$ cat src/rtl/mem_controller.sv
// Multicycle Moore controller for MOV/ALU/LDR/STR/HALT with a req/ready memory handshake.
// Outputs decode from state only; RD/WR hold until mem_ready or the wait counter times out.
module mem_controller #(
   parameter int TIMEOUT_CYCLES = 16,
   parameter int CNT_W          = 8
) (
   input  logic       clk,
   input  logic       rst_n,
   input  logic       start,
   input  logic [2:0] opcode,
   input  logic [1:0] ALU_op,
   input  logic       mem_ready,
   output logic       waiting,
   output logic [1:0] reg_sel,
   output logic [1:0] wb_sel,
   output logic       w_en,
   output logic       en_A,
   output logic       en_B,
   output logic       en_C,
   output logic       en_status,
   output logic       sel_A,
   output logic       sel_B,
   output logic       load_addr,
   output logic       mem_req,
   output logic       mem_we,
   output logic       mem_err,
   output logic       halted
);

   typedef enum logic [4:0] {
      S_WAIT, S_LA, S_LB, S_EX, S_EXS, S_ST, S_EXZ, S_WB, S_WBI,
      S_AD, S_AL, S_RD, S_WBM, S_LD, S_EXZ2, S_WR, S_HALT
   } state_t;

   // Instruction class remembered so shared states (LA, LB, AD, AL) know where to go next.
   typedef enum logic [2:0] {OP_ADD, OP_CMP, OP_MVN, OP_LDR, OP_STR} op_t;

   localparam logic [CNT_W-1:0] CNT_LAST = CNT_W'(TIMEOUT_CYCLES - 1);

   state_t           state_q, state_d;
   op_t              op_q, op_d;
   logic [CNT_W-1:0] cnt_q, cnt_d;
   logic             err_q, err_d;
   logic             in_mem, timeout;

   always_ff @(posedge clk) begin
      if (!rst_n) begin
         state_q <= S_WAIT;
         op_q    <= OP_ADD;
         cnt_q   <= '0;
         err_q   <= 1'b0;
      end else begin
         state_q <= state_d;
         op_q    <= op_d;
         cnt_q   <= cnt_d;
         err_q   <= err_d;
      end
   end

   assign in_mem  = (state_q == S_RD) || (state_q == S_WR);
   assign timeout = (TIMEOUT_CYCLES > 0) && (cnt_q == CNT_LAST);

   always_comb begin
      state_d = state_q;
      op_d    = op_q;
      err_d   = err_q;
      case (state_q)
         S_WAIT: if (start) begin
            case (opcode)
               3'b110: if (ALU_op == 2'b10) state_d = S_WBI;
                       else if (ALU_op == 2'b00) begin state_d = S_LB; op_d = OP_MVN; end
               3'b101: case (ALU_op)
                          2'b01:   begin state_d = S_LA; op_d = OP_CMP; end
                          2'b11:   begin state_d = S_LB; op_d = OP_MVN; end
                          default: begin state_d = S_LA; op_d = OP_ADD; end
                       endcase
               3'b011: begin state_d = S_LA; op_d = OP_LDR; end
               3'b100: begin state_d = S_LA; op_d = OP_STR; end
               3'b111: state_d = S_HALT;
               default: state_d = S_WAIT;
            endcase
            if (state_d != S_WAIT && state_d != S_HALT) err_d = 1'b0;
         end
         S_LA:   state_d = (op_q == OP_LDR || op_q == OP_STR) ? S_AD : S_LB;
         S_LB:   state_d = (op_q == OP_MVN) ? S_EXZ : (op_q == OP_CMP) ? S_EXS : S_EX;
         S_EX:   state_d = S_WB;
         S_EXS:  state_d = S_ST;
         S_EXZ:  state_d = S_WB;
         S_AD:   state_d = S_AL;
         S_AL:   state_d = (op_q == OP_STR) ? S_LD : S_RD;
         S_LD:   state_d = S_EXZ2;
         S_EXZ2: state_d = S_WR;
         S_RD, S_WR: begin
            if (mem_ready) state_d = (state_q == S_RD) ? S_WBM : S_WAIT;
            else if (timeout) begin
               state_d = S_WAIT;
               err_d   = 1'b1;
            end
         end
         S_HALT: state_d = S_HALT;
         default: state_d = S_WAIT;
      endcase
   end

   always_comb begin
      cnt_d = cnt_q;
      if (in_mem && cnt_q != {CNT_W{1'b1}}) cnt_d = cnt_q + 1'b1;
      if (!in_mem && (state_d == S_RD || state_d == S_WR)) cnt_d = '0;
   end

   always_comb begin
      waiting = 1'b0; reg_sel = 2'b00; wb_sel = 2'b00; w_en = 1'b0;
      en_A = 1'b0; en_B = 1'b0; en_C = 1'b0; en_status = 1'b0;
      sel_A = 1'b0; sel_B = 1'b0; load_addr = 1'b0;
      mem_req = 1'b0; mem_we = 1'b0; halted = 1'b0;
      case (state_q)
         S_WAIT: waiting = 1'b1;
         S_LA:   begin en_A = 1'b1; reg_sel = 2'b10; end
         S_LB:   en_B = 1'b1;
         S_EX:   en_C = 1'b1;
         S_ST:   en_status = 1'b1;
         S_EXZ, S_EXZ2: begin en_C = 1'b1; sel_A = 1'b1; end
         S_WB:   begin w_en = 1'b1; reg_sel = 2'b01; end
         S_WBI:  begin w_en = 1'b1; reg_sel = 2'b10; wb_sel = 2'b10; end
         S_AD:   begin en_C = 1'b1; sel_B = 1'b1; end
         S_AL:   load_addr = 1'b1;
         S_RD:   mem_req = 1'b1;
         S_WBM:  begin w_en = 1'b1; reg_sel = 2'b01; wb_sel = 2'b11; end
         S_LD:   begin en_B = 1'b1; reg_sel = 2'b01; end
         S_WR:   begin mem_req = 1'b1; mem_we = 1'b1; end
         S_HALT: halted = 1'b1;
         default: ;
      endcase
   end

   assign mem_err = err_q;

endmodule

$ cat config.mk
export PLATFORM = sky130hd
export DESIGN_NAME = mem_controller
export DESIGN_NICKNAME = d
export VERILOG_FILES = /design/src/rtl/mem_controller.sv
export SDC_FILE = /design/constraint.sdc
export NUM_CORES = 1
export LEC_CHECK = 0
export BUFFER_PORTS_ARGS = -buffer_cell sky130_fd_sc_hd__buf_4
export CAP_MARGIN = 10
export CORE_UTILIZATION = 35
export DETAILED_ROUTE_END_ITERATION = 7
export GPL_ROUTABILITY_DRIVEN = 0
export PLACE_DENSITY_LB_ADDON = 0.12
export SLEW_MARGIN = 10
export SYNTH_ARGS = -nofsm -noshare
export SYNTH_HDL_FRONTEND = slang
export SYNTH_SLANG_ARGS = --single-unit
$ cat constraint.sdc
create_clock -name clk -period 2.3 [get_ports clk]
set_clock_uncertainty 0.15 [all_clocks]
set_input_delay 0.575 -clock clk [delete_from_list [all_inputs] [get_ports clk]]
set_output_delay 0.575 -clock clk [all_outputs]
set_load 0.03 [all_outputs]
# [After elaboration in Yosys (flattened, before gate mapping)]
# Cells that the tools add are included.
[word_totals] ff_bits=17 output_inout_bits=17 word_cells=107
[op_classes] addsub=1 n_eq_ne=39 mux=38 bitwise=1 n_reduce_logical=24
[op_table] cell="$pmux W5 S11" n=1
[op_table] cell="$eq A5 B4 Y1 const B" n=10
[op_table] cell="$mux W5" n=7
[op_table] cell="$eq A5 B3 Y1 const B" n=4
[op_table] cell="$pmux W5 S4" n=1
[op_table] cell="$mux W1" n=16
[op_table] cell="$eq A3 B3 Y1 const B" n=5
[op_table] cell="$mux W3" n=5
[op_table] cell="$reduce_or A2 Y1" n=7
[op_table] cell="$pmux W2 S2" n=3
[op_table] cell="$pmux W3 S4" n=1
[op_table] cell="$eq A5 B2 Y1 const B" n=2
[op_table] cell="$ne A2 B2 Y1 const B" n=5
[op_table] cell="$reduce_and A5 Y1" n=2
[op_table] cell="$eq A3 B2 Y1 const B" n=3
[op_table] cell="$add A8 B1 Y8 const B" n=1
[op_table] cell="$eq A8 B4 Y1 const B" n=1
[op_table] cell="$mux W4" n=2
[op_table] cell="$ne A8 B8 Y1 const B" n=1
[op_table] cell="$reduce_or A3 Y1" n=2
[op_table] cell="$eq A5 B1 Y1 const B" n=1
[op_table] cell="$eq A5 B5 Y1 const B" n=1
[op_table] cell="$logic_not A5 Y1" n=1
[op_table] cell="$ne A5 B5 Y1 const B" n=1
[op_table] cell="other kinds (15)" n=20

# [Longest topological paths before layout]
# Gate-level depths: netlist of the first run.
[logic_depth] word_depth=12 depth_mapped=7

# [Worst setup path after synthesis of the first run]
# OpenSTA, ideal clock, no wires.
[synth_timing] kind="reg2out" startpoint="register state_q[3]" endpoint="output port sel_B" t_arrival_ps=2124 required_ps=1575 slack_ps=-549 path_stages_with_launch=5 path_buffers=3 cell_sequence="dfxtp_1 > clkbuf_1 > clkbuf_1 > buf_1 > nor4b_1"
[synth_between] elab_chain_cells=2
[synth_rtl] element="start: declaration" line="40" source="state_t state_q, state_d;"
[synth_rtl] element="start signal: assignment" line="53" source="state_q <= state_d;"
[synth_rtl] element="$eq A5 B4 Y1" line="116" source="case (state_q)"
[synth_rtl] element="$mux W1" line="116"
[synth_rtl] element="end: declaration" line="22" source="output logic sel_B,"
# Every way passes these cells.

# [Worst setup path after layout of the first run]
[layout_timing] startpoint="register state_q[4]" endpoint="output port en_status"
[layout_between] elab_chain_cells=2
[layout_rtl] element="$eq A5 B3 Y1" line="116"
[layout_rtl] element="$mux W1" line="116"
[layout_rtl] element="end: declaration" line="20" source="output logic en_status,"
# Every way passes these cells.

==> impl_metrics.json, run 1 <==
{
  "synth_edf_count": 0,
  "power_uw": 883,
  "grt.overflow.total": 0,
  "crit_path_start_kind": "flop",
  "yosys_warnings": 0,
  "fin_crit_sh_pct": 96.0,
  "h-tree-depth": 1,
  "avgSynthCellArea_um2": 7.29,
  "die_area_um2": 4260,
  "rr_startpoint": "op_q[0]$_SDFFE_PN0P_",
  "grt_antenna_before_repair": 0,
  "synth_ff_type": "dfxtp_1",
  "setup_viol": 0,
  "rr_endpoint": "cnt_q[5]$_SDFFE_PP0P_",
  "cts_buffers": 3,
  "drc": 0,
  "areaGrowthSynthToFinish_pct": 27.7,
  "path_max_fanout": 15,
  "port_buffers": 25,
  "drv_slew": 0,
  "cts_tree": "done",
  "rows": 22,
  "core_um2": 3740,
  "hpwl_mm": 2.89,
  "period_minus_slack_ns": 2.21,
  "min_to": "mem_err$_SDFFE_PN0P_",
  "cts_setup_buffers": 0,
  "drt-vias-per-instance": 5.63,
  "drt-total-wl_mm": 3.72,
  "leakagePower_nw": 0.655,
  "grt_pass1_wl_mm": 6.48,
  "seq_area_frac_synth_pct": 24.3,
  "synth_nets": 202,
  "synthCells": 192,
  "path_class": "reg2out",
  "hold_class": "reg2reg",
  "worstPathArrival_ns": 1.48,
  "grt_usage_pct": 19.3,
  "num_vias": 1502,
  "whs_path_depth": 2,
  "maxCapViolCount": 0,
  "path_clk_slew_ns": 0.06,
  "die_h_um": 65.2,
  "vdd_ir_drop_max_mv": 0.305,
  "yosys.cell_types.count": 59,
  "layout_common_cells": "buf_4 (36), nand2_1 (18), nor3_1 (13), a21oi_1 (13), dfxtp_1 (13)",
  "ctsHoldBuffers": 0,
  "crit_path_end_kind": "primary output",
  "cts_sinks": 17,
  "n_fill_cell": 388,
  "grt_max_degree": 17,
  "die_w_um": 65.2,
  "root_buffer": "clkbuf_8",
  "required_ns": 1.57,
  "drive_above_1_share_pct": 28.3,
  "finalHoldViolCount": 0,
  "fin_ws_ns": 0.0930,
  "cts_max_path_buffers": 2,
  "fmax_ghz": 0.453,
  "timing.slew.headroom_pct": 59.7,
  "first_pass_iters": 4,
  "layout_commonest_cell": "buf_4",
  "ctsResizeCount": 2,
  "ys_seq_elements": 17,
  "start_util_pct": 37.4,
  "grt_pass1_vias": 1365,
  "power.density_nw_per_um2": 494,
  "insertion_delay_ns": 0.25,
  "setup_tns_ns": 0,
  "drt-initial-drc-count": 122,
  "async_reset_ff_share_pct": 0,
  "routedWlPerCell_um": 13.9,
  "rrSetupSlack_ns": 0.24,
  "dp_slack_ns": 0.187,
  "diodes": 0,
  "tightestPinTransition_ns": 0.598,
  "outcome": "finished, final reports clean",
  "nets": 230,
  "ioPinCount": 26,
  "hp-start": "mem_err$_SDFFE_PN0P_",
  "rsz0062_at_grt": "no",
  "rr_worst_depth": 5,
  "syn_area_um2": 1400,
  "ant_nets": 0
}
-- logic make-up after synthesis --
kind of cell,synth area share (%)
adder cells (fa/ha/maj),0.894
AND/OR/NAND/NOR,33.7
flip-flops,24.3
AO/OA/AOI/OAI,27.0
buffers and inverters,6.25
multiplexers,2.23
XOR/XNOR,5.63
-- synthesized netlist by cell type (3+ instances only) --
library cell / count / area share, %
a21boi_0: 3 / 1.6
a21o_1: 4 / 2.1
a21oi_1: 14 / 5.0
a31oi_1: 4 / 1.8
clkbuf_1: 9 / 2.4
dfxtp_1: 17 / 24
inv_1: 4 / 1.1
nand2_1: 18 / 4.8
nand2b_1: 4 / 1.8
nand3_1: 6 / 2.1
nand3b_1: 3 / 1.6
nand4_1: 3 / 1.3
nor2_1: 14 / 3.8
nor2b_1: 3 / 1.3
nor3_1: 14 / 5.0
nor4_1: 4 / 1.8
o21ai_0: 11 / 3.9
xnor2_1: 6 / 3.8
xor2_1: 3 / 1.9
-- power breakdown --
group	leakage (nW)	switching [mW]	internal (mW)
clock network	0.0228	0.0970	0.123
registers	0.140	0.0374	0.311
logic	0.492	0.178	0.137
total	0.655	0.312	0.571
-- worst max-delay path by stage --
stage	start	end	slack [ns]	cells after the start
finish	state_q[4]$_SDFF_PN0_	en_status	0.09	3
global route	state_q[4]$_SDFF_PN0_	waiting	0.01	3
global placement	ALU_op[0]	cnt_q[0]$_SDFFE_PP0P_	0.25	6
detailed placement	ALU_op[0]	cnt_q[0]$_SDFFE_PP0P_	0.19	6
floorplan	state_q[3]$_SDFF_PN0_	reg_sel[1]	-0.20	5
CTS	state_q[1]$_SDFF_PN0_	en_C	0.007	4
-- critical path, cell delays in order, from the launching register on --
cell	delay [ns]
dfxtp_1	0.48
buf_4	0.27
nor4b_2	0.28
buf_4	0.21
-- sequential cells by signal (all words and copies together), names as in the netlist --
| register | flops |
|---|---|
| op_q | 3 |
| state_q | 5 |
| mem_err | 1 |
| cnt_q | 8 |
-- area by class of cell --
| cell class | count | area, um2 | area share (%) |
|---|---|---|---|
| Inverter | 6 | 22.5 | 1.26 |
| Sequential cell | 17 | 348 | 19.5 |
| Tap cell | 48 | 60.1 | 3.36 |
| Clock buffer | 4 | 45.0 | 2.52 |
| Timing Repair Buffer | 37 | 290 | 16.2 |
| Multi-Input combinational cell | 155 | 1020 | 57.2 |
-- through the flow --
step           hold WS (ns)  std cells  util [%]  area, um2
2_1_floorplan         0.376        192         -       1450
3_3_place_gp          0.372        263      46.3       1730
3_5_place_dp          0.374        263      46.3       1730
4_1_cts               0.401        267      47.6       1780
5_1_grt               0.462        267      47.8       1790
6_report              0.396        267      47.8       1790
-- metal layers --
metal	track usage, %	part of all wire, %
met1	28.1	51
met2	29.3	46
met3	3.30	2.7
met4	4.08	0.32
met5	0	0
(Power assumes the default switching activity.)
==> inputs of run 2 (changes only) <==
- CORE_MARGIN: default -> 5
==> impl_metrics.json, run 2 (synthesis gave the netlist of run 1 again) <==
{
  "grt_antenna_before_repair": 0,
  "grt_max_degree": 19,
  "routedWlPerCell_um": 13.9,
  "swShare_pct": 36.7,
  "dp_slack_ns": 0.151,
  "rr_worst_depth": 5,
  "crit_start": "state_q[0]$_SDFF_PN0_",
  "root_buffer": "clkbuf_8",
  "grt_usage_pct": 14.3,
  "power.net_switching_uw": 324,
  "largest_reg_flops": 8,
  "final_core_util_pct": 44.8,
  "power.density_nw_per_um2": 499,
  "die_area_um2": 5360,
  "num_vias": 1475,
  "drc": 0,
  "internal_power_uw": 558,
  "h-tree-depth": 1,
  "first_pass_iters": 4,
  "grt.overflow.total": 0,
  "outcome": "finished, final reports clean",
  "tightestPinTransition_ns": 0.401,
  "met2_usage_pct": 23.4,
  "fin_crit_sh_pct": 95.8,
  "rrSetupSlack_ns": 0.20,
  "start_util_pct": 35.5,
  "maxCapViolCount": 0,
  "cts_buffers": 3,
  "grt_pass1_vias": 1331,
  "drive_above_1_share_pct": 27.5,
  "crit_path_start_kind": "flop",
  "fin_ws_ns": 0.0964,
  "groute.layer.met1.usage_pct": 20.4,
  "crit_path_end_kind": "primary output",
  "rr_endpoint": "cnt_q[3]$_SDFFE_PP0P_",
  "drt-initial-drc-count": 73,
  "core_um2": 3940,
  "grtUsageMet3_pct": 1.65,
  "path_class": "reg2out",
  "timing.slew.headroom_pct": 73.0,
  "layout_common_cells": "buf_4 (36), nand2_1 (18), dfxtp_1 (14)",
  "pwr-share-clk_pct": 26.2,
  "drt-vias-per-instance": 5.50,
  "path_clk_slew_ns": 0.07,
  "path_max_fanout": 18,
  "cts_tree": "done",
  "areaGrowthSynthToFinish_pct": 26.3,
  "diodes": 0,
  "cts_setup_buffers": 0,
  "layout_commonest_cell": "buf_4",
  "die_h_um": 73.2,
  "fmax_ghz": 0.454,
  "die_w_um": 73.2,
  "rr_startpoint": "op_q[0]$_SDFFE_PN0P_",
  "hold_class": "reg2reg",
  "setup_tns_ns": 0,
  "power_frac_comb_pct": 34.2,
  "drt-total-wl_mm": 3.73,
  "setup_viol": 0,
  "ant_nets": 0,
  "ioPinCount": 26,
  "cts_max_path_buffers": 2,
  "grt_pass1_wl_mm": 6.20,
  "port_buffers": 25,
  "rows": 23,
  "insertion_delay_ns": 0.25,
  "hpwl_mm": 2.89,
  "global_route.peak_usage_layer": "met2",
  "largest-register": "cnt_q",
  "cts_sinks": 17,
  "worstPathArrival_ns": 1.48,
  "p_seq_share_pct": 39.6,
  "crit_end": "waiting",
  "period_minus_slack_ns": 2.20,
  "vdd_ir_drop_max_mv": 0.275,
  "reg.largest.list": "cnt_q x8, state_q x5, op_q x3",
  "finalHoldViolCount": 0,
  "nets": 229,
  "ctsHoldBuffers": 0,
  "required_ns": 1.57,
  "drv_slew": 0,
  "leakagePower_nw": 0.648,
  "rsz0062_at_grt": "no"
}
-- run 2: power groups by stage --
stage	sequential (mW)	combinational [mW]	clock, mW
after floorplan	0.324	0.235	0
after detailed placement	0.353	0.300	0
after CTS	0.348	0.301	0.236
after global placement	0.353	0.298	0
after global routing	0.352	0.327	0.252
final	0.349	0.302	0.231
-- run 2: worst min-delay path by stage --
stage	start	end	slack, ns	cells past startpoint
floorplan	cnt_q[1]$_SDFFE_PP0P_	cnt_q[1]$_SDFFE_PP0P_	0.38	2
CTS	mem_err$_SDFFE_PN0P_	mem_err$_SDFFE_PN0P_	0.40	2
global route	mem_err$_SDFFE_PN0P_	mem_err$_SDFFE_PN0P_	0.44	2
finish	mem_err$_SDFFE_PN0P_	mem_err$_SDFFE_PN0P_	0.40	2
global placement	mem_err$_SDFFE_PN0P_	mem_err$_SDFFE_PN0P_	0.37	2
detailed placement	mem_err$_SDFFE_PN0P_	mem_err$_SDFFE_PN0P_	0.39	2
-- run 2: repair_timing --
item                       CTS  global route
setup endpoints to repair    8             2
gates resized for setup      2             2
pin swaps                    0             0
-- run 2: through the flow --
step | hold WS, ns | area [um2] | power (mW) | instances
after floorplan | 0.376 | 1450 | 0.559 | 192
after global placement | 0.370 | 1720 | 0.651 | 264
after detailed placement | 0.385 | 1720 | 0.653 | 264
after CTS | 0.404 | 1760 | 0.885 | 268
after global routing | 0.436 | 1770 | 0.931 | 268
final | 0.401 | 1770 | 0.882 | 268
-- run 2: metal layers --
metal / vias to the layer above / part of all wire [%]
li1: 756 / -
met1: 687 / 49
met2: 30 / 46
met3: 2 / 4.3
met4: 0 / 0.35
met5: - / 0
-- run 2: worst max-delay path, cell delays in order, from the launching register on --
cell and delay (ns):
dfxtp_2 0.42, or3_1 0.44, nor3_1 0.18, buf_4 0.20
-- run 2: final cells by class --
class | count | area, um2
Clock buffer | 3 | 41.3
Tap cell | 50 | 62.6
Fill cell | 396 | 2170
Multi-Input combinational cell | 155 | 1020
Inverter | 6 | 22.5
Sequential cell | 17 | 347
Clock inverter | 1 | 5.00
Timing Repair Buffer | 36 | 270
